==> config.mk <==
export PLATFORM = sky130hd
export DESIGN_NAME = pipe_stage_buf
export DESIGN_NICKNAME = d
export VERILOG_FILES = /design/src/rtl/pipe_pkg.sv /design/src/rtl/sat_counter.sv /design/src/rtl/pipe_stage_buf.sv
export SDC_FILE = /design/constraint.sdc
export NUM_CORES = 1
export LEC_CHECK = 0
export CORE_MARGIN = 5
export CORE_UTILIZATION = 30
export CTS_CLUSTER_DIAMETER = 80
export DETAILED_ROUTE_END_ITERATION = 7
export GPL_TIMING_DRIVEN = 1
export PLACE_DENSITY = 0.54
export SKIP_CTS_REPAIR_TIMING = 1
export SYNTH_ARGS = -nofsm -noshare
export SYNTH_HDL_FRONTEND = slang
export SYNTH_SLANG_ARGS = --single-unit
==> constraint.sdc <==
create_clock -name clk -period 3.9 [get_ports clk]
set_clock_uncertainty 0.15 [all_clocks]
set_input_delay 0.78 -clock clk [delete_from_list [all_inputs] [get_ports clk]]
set_output_delay 0.78 -clock clk [all_outputs]
set_load 0.02 [all_outputs]
==> src/rtl/pipe_pkg.sv <==
// Shared definitions for pipeline stage buffers: default sizes and pointer-width helper.
package pipe_pkg;

    localparam int unsigned PIPE_DATA_W_DEFAULT = 32;
    localparam int unsigned PIPE_DEPTH_DEFAULT  = 2;
    localparam int unsigned PIPE_CNT_W_DEFAULT  = 16;

    // Ceiling log2; returns 0 for values of 0 or 1.
    function automatic int unsigned pipe_clog2(input int unsigned value);
        int unsigned w;
        w = 0;
        for (int unsigned i = 0; i < 32; i++) begin
            if ((64'd1 << i) < 64'(value)) begin
                w = i + 1;
            end
        end
        return w;
    endfunction

endpackage

==> src/rtl/sat_counter.sv <==
// Event counter that sticks at its maximum value instead of wrapping.
module sat_counter #(
    parameter int unsigned W = 16
) (
    input  logic         clk,
    input  logic         rst_n,
    input  logic         inc,
    output logic [W-1:0] cnt
);

    logic [W-1:0] cnt_q;
    logic [W-1:0] cnt_d;

    always_comb begin
        cnt_d = cnt_q;
        if (inc && (cnt_q != {W{1'b1}})) begin
            cnt_d = cnt_q + W'(1);
        end
    end

    always_ff @(posedge clk) begin
        if (!rst_n) begin
            cnt_q <= '0;
        end else begin
            cnt_q <= cnt_d;
        end
    end

    assign cnt = cnt_q;

endmodule

==> src/rtl/pipe_stage_buf.sv <==
// Elastic pipeline stage register: DEPTH-entry circular FIFO with flush and
// saturating stall/bubble counters.
module pipe_stage_buf
    import pipe_pkg::*;
#(
    parameter int unsigned DATA_W = PIPE_DATA_W_DEFAULT,
    parameter int unsigned DEPTH  = PIPE_DEPTH_DEFAULT,
    parameter int unsigned CNT_W  = PIPE_CNT_W_DEFAULT
) (
    input  logic                        clk,
    input  logic                        rst_n,
    input  logic                        flush,
    input  logic                        in_valid,
    output logic                        in_ready,
    input  logic [DATA_W-1:0]           in_data,
    output logic                        out_valid,
    input  logic                        out_ready,
    output logic [DATA_W-1:0]           out_data,
    output logic [pipe_clog2(DEPTH):0]  occupancy,
    output logic [CNT_W-1:0]            stall_cnt,
    output logic [CNT_W-1:0]            bubble_cnt
);

    localparam int unsigned PTR_W = pipe_clog2(DEPTH);
    localparam int unsigned OCC_W = PTR_W + 1;

    logic [DATA_W-1:0] mem_q [DEPTH];
    logic [PTR_W-1:0]  wr_ptr_q, wr_ptr_d;
    logic [PTR_W-1:0]  rd_ptr_q, rd_ptr_d;
    logic [OCC_W-1:0]  occ_q, occ_d;
    logic              out_valid_q, out_valid_d;
    logic              in_ready_q, in_ready_d;
    logic              push;
    logic              pop;
    logic              wr_en;

    assign push  = in_valid & in_ready_q;
    assign pop   = out_valid_q & out_ready;
    assign wr_en = push & ~flush;

    // Next-state for pointers, occupancy and the registered handshake flags.
    always_comb begin
        wr_ptr_d    = wr_ptr_q;
        rd_ptr_d    = rd_ptr_q;
        occ_d       = occ_q;
        out_valid_d = out_valid_q;
        in_ready_d  = in_ready_q;
        if (flush) begin
            wr_ptr_d    = '0;
            rd_ptr_d    = '0;
            occ_d       = '0;
            out_valid_d = 1'b0;
            in_ready_d  = 1'b1;
        end else begin
            if (push) begin
                wr_ptr_d = wr_ptr_q + PTR_W'(1);
            end
            if (pop) begin
                rd_ptr_d = rd_ptr_q + PTR_W'(1);
            end
            case ({push, pop})
                2'b10:   occ_d = occ_q + OCC_W'(1);
                2'b01:   occ_d = occ_q - OCC_W'(1);
                default: occ_d = occ_q;
            endcase
            out_valid_d = (occ_d != '0);
            in_ready_d  = (occ_d < OCC_W'(DEPTH));
        end
    end

    always_ff @(posedge clk) begin
        if (!rst_n) begin
            wr_ptr_q    <= '0;
            rd_ptr_q    <= '0;
            occ_q       <= '0;
            out_valid_q <= 1'b0;
            in_ready_q  <= 1'b1;
        end else begin
            wr_ptr_q    <= wr_ptr_d;
            rd_ptr_q    <= rd_ptr_d;
            occ_q       <= occ_d;
            out_valid_q <= out_valid_d;
            in_ready_q  <= in_ready_d;
        end
    end

    // Storage is zeroed on reset so out_data reads 0 afterwards; flush leaves it intact.
    always_ff @(posedge clk) begin
        if (!rst_n) begin
            for (int unsigned i = 0; i < DEPTH; i++) begin
                mem_q[i] <= '0;
            end
        end else if (wr_en) begin
            mem_q[wr_ptr_q] <= in_data;
        end
    end

    assign in_ready  = in_ready_q;
    assign out_valid = out_valid_q;
    assign out_data  = mem_q[rd_ptr_q];
    assign occupancy = occ_q;

    sat_counter #(.W(CNT_W)) u_stall_cnt (
        .clk   (clk),
        .rst_n (rst_n),
        .inc   (out_valid_q & ~out_ready),
        .cnt   (stall_cnt)
    );

    sat_counter #(.W(CNT_W)) u_bubble_cnt (
        .clk   (clk),
        .rst_n (rst_n),
        .inc   (~out_valid_q & out_ready),
        .cnt   (bubble_cnt)
    );

endmodule
Word-level counts from Yosys, hierarchy flattened
Memories as Yosys holds them, arrays and structs flattened. A register that Yosys moved wholly into a read port is not among the register bits.
Index checks and enable logic that the tools add are counted.
{"block": "totals", "ff_bits": 38, "n_memories": 1, "mem_bits_rw": 64, "in_bits": 37}
{"block": "classes", "magnitude_cmp": 1, "muxes": 11, "n_reduce_logical": 5, "eq_ne": 4, "add_sub_neg": 6, "bitwise_logic": 9}
{"name": "mem_q", "words": 2, "width": 32, "rd": 1, "rd_clocked_by_memory_dff": 1, "write_ports": 2, "line": "pipe_stage_buf.sv:27", "rtl": "logic [DATA_W-1:0] mem_q [DEPTH];"}
{"cell": "adder 16 x 1 -> 16 bit, second input constant", "count": 2}
{"cell": "2-to-1 mux 32 bit", "count": 1}
{"cell": "inequality test 16 bit, second input constant", "count": 2}
{"cell": "OR reduction 32 bit", "count": 1}
{"cell": "2-to-1 mux 1 bit", "count": 8}
{"cell": "bitwise AND 1 bit", "count": 5}
{"cell": "inverter 1 bit", "count": 4}
{"cell": "one-hot mux 2 bit (2 select lines)", "count": 1}
{"cell": "adder 1 bit, second input constant", "count": 2}
{"cell": "adder 2 x 1 -> 2 bit, second input constant", "count": 1}
{"cell": "equality test 2 x 1 -> 1 bit, second input constant", "count": 1}
{"cell": "equality test 2 bit, second input constant", "count": 1}
{"cell": "logical AND 1 bit", "count": 2}
{"cell": "less-than comparator 2 bit, second input constant", "count": 1}
{"cell": "2-to-1 mux 2 bit", "count": 1}
{"cell": "nonzero test 2 bit", "count": 1}
{"cell": "OR reduction 2 bit", "count": 1}
{"cell": "subtractor 2 x 1 -> 2 bit, second input constant", "count": 1}

Depth between registers and ports, before layout
{"block": "depth", "depth_word": 7, "mapped_depth": 7, "mapped_depth_nobuf": 5}

Modules after synthesis
A second synthesis with hierarchy kept.
{"block": "hier_totals", "cells_unflattened": 400, "hier_area_um2": 4794.6}
{"module": "pipe_stage_buf", "seq_area_each_um2": 2062.0, "instances": 1, "area_each_um2": 3120.5, "cells_per_inst": 206}
{"module": "sat_counter", "seq_area_each_um2": 320.3, "instances": 2, "area_each_um2": 837.1, "cells_per_inst": 97}

Worst setup path before layout
OpenSTA, ideal clock, no wires.
{"block": "synth_timing", "path_type": "in2reg", "from": "input flush", "to": "memory mem_q[0][0] (netlist bit) (enable)", "t_arrival_ps": 2168, "slack_ps": 1188, "path_stages": 3, "required_ps": 3356, "setup_time_ps": 394, "cell_sequence": "nand2b_1 -> nor3_1 -> nand2b_1"}
{"item": "start: declaration", "line": "pipe_stage_buf.sv:12", "rtl": "input logic flush,"}
{"item": "end: declaration", "line": "pipe_stage_buf.sv:27"}

==> reports/qor_table.md <==
| Result | Reported |
|---|---|
| Count of flip-flops with a built-in enable after synthesis | 64 |
| Proportion of layout cells with a drive suffix above 1 | 12.18% |
| Die Footprint | 18220 sq um |
| Effective utilization at floorplan | 30.72% |
| Number of port buffers | 104 |
| Setup repair after global routing missed its margin | false |
| Largest net degree at the start of global routing | 33 |
| Global-route wire length before repair | 17920 um |
| Buffer type at the clock tree root | clkbuf_16 |
| Post-placement setup slack | 0.7146 ns |
| Final net count | 535 |
| Final setup fails | 0 |
| Leakage dissipation | 2.180 nW |
| Die extent in y | 135.0 um |
| Dpl cells | 696 |
| Num ports | 105 |
| Status | complete, no violations |
| Leftover overflow at the end of global routing | 0 |
| Detailed-route via count | 3427 |
| Post-route total power | 2.285 mW |
| Antenna cell count | 0 |
| Cells after synthesis | 393 |
| Routed length per instance | 15.67 um |
| Time the final worst path needs with I/O delays and setup | 3.165 ns |
| Summed instance area of the synthesized netlist | 4687 sq um |
| H-tree level count | 3 |
| YS warnings | 0 |
| Number of hold violations in the final report | 0 |
| Post-Syn Area per Cell | 11.93 sq um |
| Fraction of registers with async set or reset after synthesis | 0% |
| Clock tree from TritonCTS | built |
| Worst VDD drop | 187.8 uV |
| Transition at the pin with the smallest max-transition slack | 1.012 ns |
| Buffers from clock root to sink, at most | 2 |
| Total negative slack | 0 ns |
| RD Place Congestion | 0.7349 |
| Worst Reg-to-Reg Cells | 5 |
| Number of nets still failing antenna checks after routing | 0 |
| Hold/Removal Path Class | reg -> reg |
| Cell type contributing the most total cell area after synthesis | edfxtp_1 |
| Clock buffer count from CTS | 9 |
| Final Max Slew Viols | 0 |
| Total power density per cell area | 366.6 nW/um^2 |
| Most common cell in the netlist | and2_1 |
| Sinks on Clock Net | 103 |
| Post-synthesis cell type count | 45 |
| Mapped Nets | 432 |
| DRC errors left | 0 |
| Via count of the first global-routing pass | 3452 |
| Number of antenna violations at the first check in global routing | 0 |
| # rows | 45 |
| Max Fanout on Critical Path | 32 |
| Fmax achieved | 316.0 MHz |
| Smallest setup slack after layout | 0.7353 ns |
| Category of the worst setup path launch point | flop |
| Chip Width | 135.0 um |
| Part of the Yosys area used for sequential elements | 57.66% |
| Post-synth top flop | edfxtp_1 |
| Post-detailed-placement half-perimeter wirelength | 7227 um |
| Critical path type | reg -> out |
| 1st-iter DRT viols | 178 |
| Core ar. | 15260 sq um |
| Critical path endpoint category | primary output |
| Arrival time at the worst endpoint | 2.23 ns |
| Ratio of final minimum period to clock period | 81.15% |
| Routed via count divided by cell count | 4.813 |
| Max-cap violations | 0 |
| Total track usage | 12.42% |
| Crit path required time | 2.97 ns |
| Fraction of synthesized cell area taken by the top area cell type | 41.00% |
| Seq cells post-synth | 103 |
| Post-layout utilization of the core | 40.84% |
| Worst-skew pair later-pin latency | 0.34 ns |
| Slew margin rel. | 31.97% |
| Pre-antenna DRT Iters | 4 |
| Cell depth of the worst hold path | 2 |
| Synthesis-to-finish area growth | 32.94% |
| Non-filler cells in the finished layout | 712 |
| Top cells by area in the synthesized netlist | edfxtp_1, dfxtp_1, and2_1 |
| Commonest cells in the netlist | and2_1, edfxtp_1, dfxtp_1 |
| Total detailed-routing wirelength | 11160 um |
| Clock transition time at the flip-flop clock pins of the worst setup and hold paths | 0.07 ns |
## per-stage QoR
stage          cell area (sq um)  hold slack, ns
2_1_floorplan               4687          0.3225
3_3_place_gp                5966          0.3435
3_5_place_dp                5966          0.3455
4_1_cts                     6231          0.3628
5_1_grt                     6231          0.4057
6_report                    6231          0.3608
## critical path, stage by stage (launching register included)
cell,delay (ns)
dfxtp_2,0.89
mux2_2,0.44
clkdlybuf4s50_1,0.55
## layer usage
layer	up-vias	routed length [um]	GRT usage (%)
met5	-	0	0
met4	0	141	4.759
met3	9	673	3.241
met2	93	5266	20.23
met1	1660	5076	15.84
li1	1665	-	-
## path summary, 6_finish.rpt
check,from,to,slack (ns)
worst max-delay path,flop,out_data[31],0.74
worst min-delay path,u_bubble_cnt.cnt[15],u_bubble_cnt.cnt[15],0.36
worst max register to register,u_stall_cnt.cnt[1],u_stall_cnt.cnt[0],1.54
worst min register to register,u_bubble_cnt.cnt[15],u_bubble_cnt.cnt[15],0.36
## flip-flops by register name, indices dropped and copies added (netlist names), named ones only
register and flops:
rd_ptr_q 1, wr_ptr_q 1, mem_q 64, occupancy 2, u_bubble_cnt.cnt 16, in_ready 1, u_stall_cnt.cnt 16, out_valid 1
## cells in the final DEF, fill, tap and decap left out, types with 2 or more instances in the layout
master / synthesis / layout
edfxtp_1: 64 / 64
mux2i_1: 4 / 4
clkdlybuf4s50_1: 0 / 104
o31ai_1: 16 / 16
ha_1: 2 / 2
nor4_1: 3 / 3
inv_1: 6 / 6
and2_1: 68 / 68
nand3_1: 11 / 11
o21ai_0: 8 / 8
clkinvlp_4: 0 / 2
clkbuf_16: 0 / 9
nand2b_1: 6 / 4
nor3_2: 0 / 2
o211ai_1: 2 / 2
xor2_1: 3 / 3
xnor2_1: 2 / 2
nor2_1: 9 / 9
nand2_1: 19 / 19
or4_1: 16 / 16
nand4_1: 5 / 5
buf_4: 0 / 5
clkinv_1: 1 / 3
a21oi_1: 25 / 25
or3_1: 8 / 8
and3_1: 5 / 5
nand4_2: 3 / 3
mux2_2: 32 / 32
dfxtp_1: 39 / 38
nand2b_2: 0 / 2
## power breakdown
group / total [mW] / internal, mW / leakage [nW] / switching [mW]
Clock: 0.825 / 0.430 / 0.120 / 0.395
Combinational: 0.244 / 0.124 / 1.08 / 0.120
Sequential: 1.22 / 1.20 / 0.982 / 0.0179
Total: 2.28 / 1.75 / 2.18 / 0.533
## logic make-up (layout without fill, tap and decap cells)
logic type               Yosys count  count (layout)  share of synthesized area, %
multiplexers                      36              36                         8.543
AND/OR/NAND/NOR                  164             164                         21.52
adder cells (fa/ha/maj)            2               2                        0.5338
AO/OA/AOI/OAI                     58              58                         8.062
flip-flops                       103             103                         57.66
XOR/XNOR                           6               6                         1.415
buffers and inverters             24             132                         2.269
## layout make-up
type | instances | area (sq um)
Timing Repair Buffer | 109 | 1079
Fill cell | 1468 | 9027
Inverter | 7 | 26.28
Sequential cell | 103 | 2704
Tap cell | 211 | 264.0
Clock inverter | 6 | 36.28
Clock buffer | 10 | 229.0
Multi-Input combinational cell | 266 | 1893
Power figures use the tool's default switching activity.
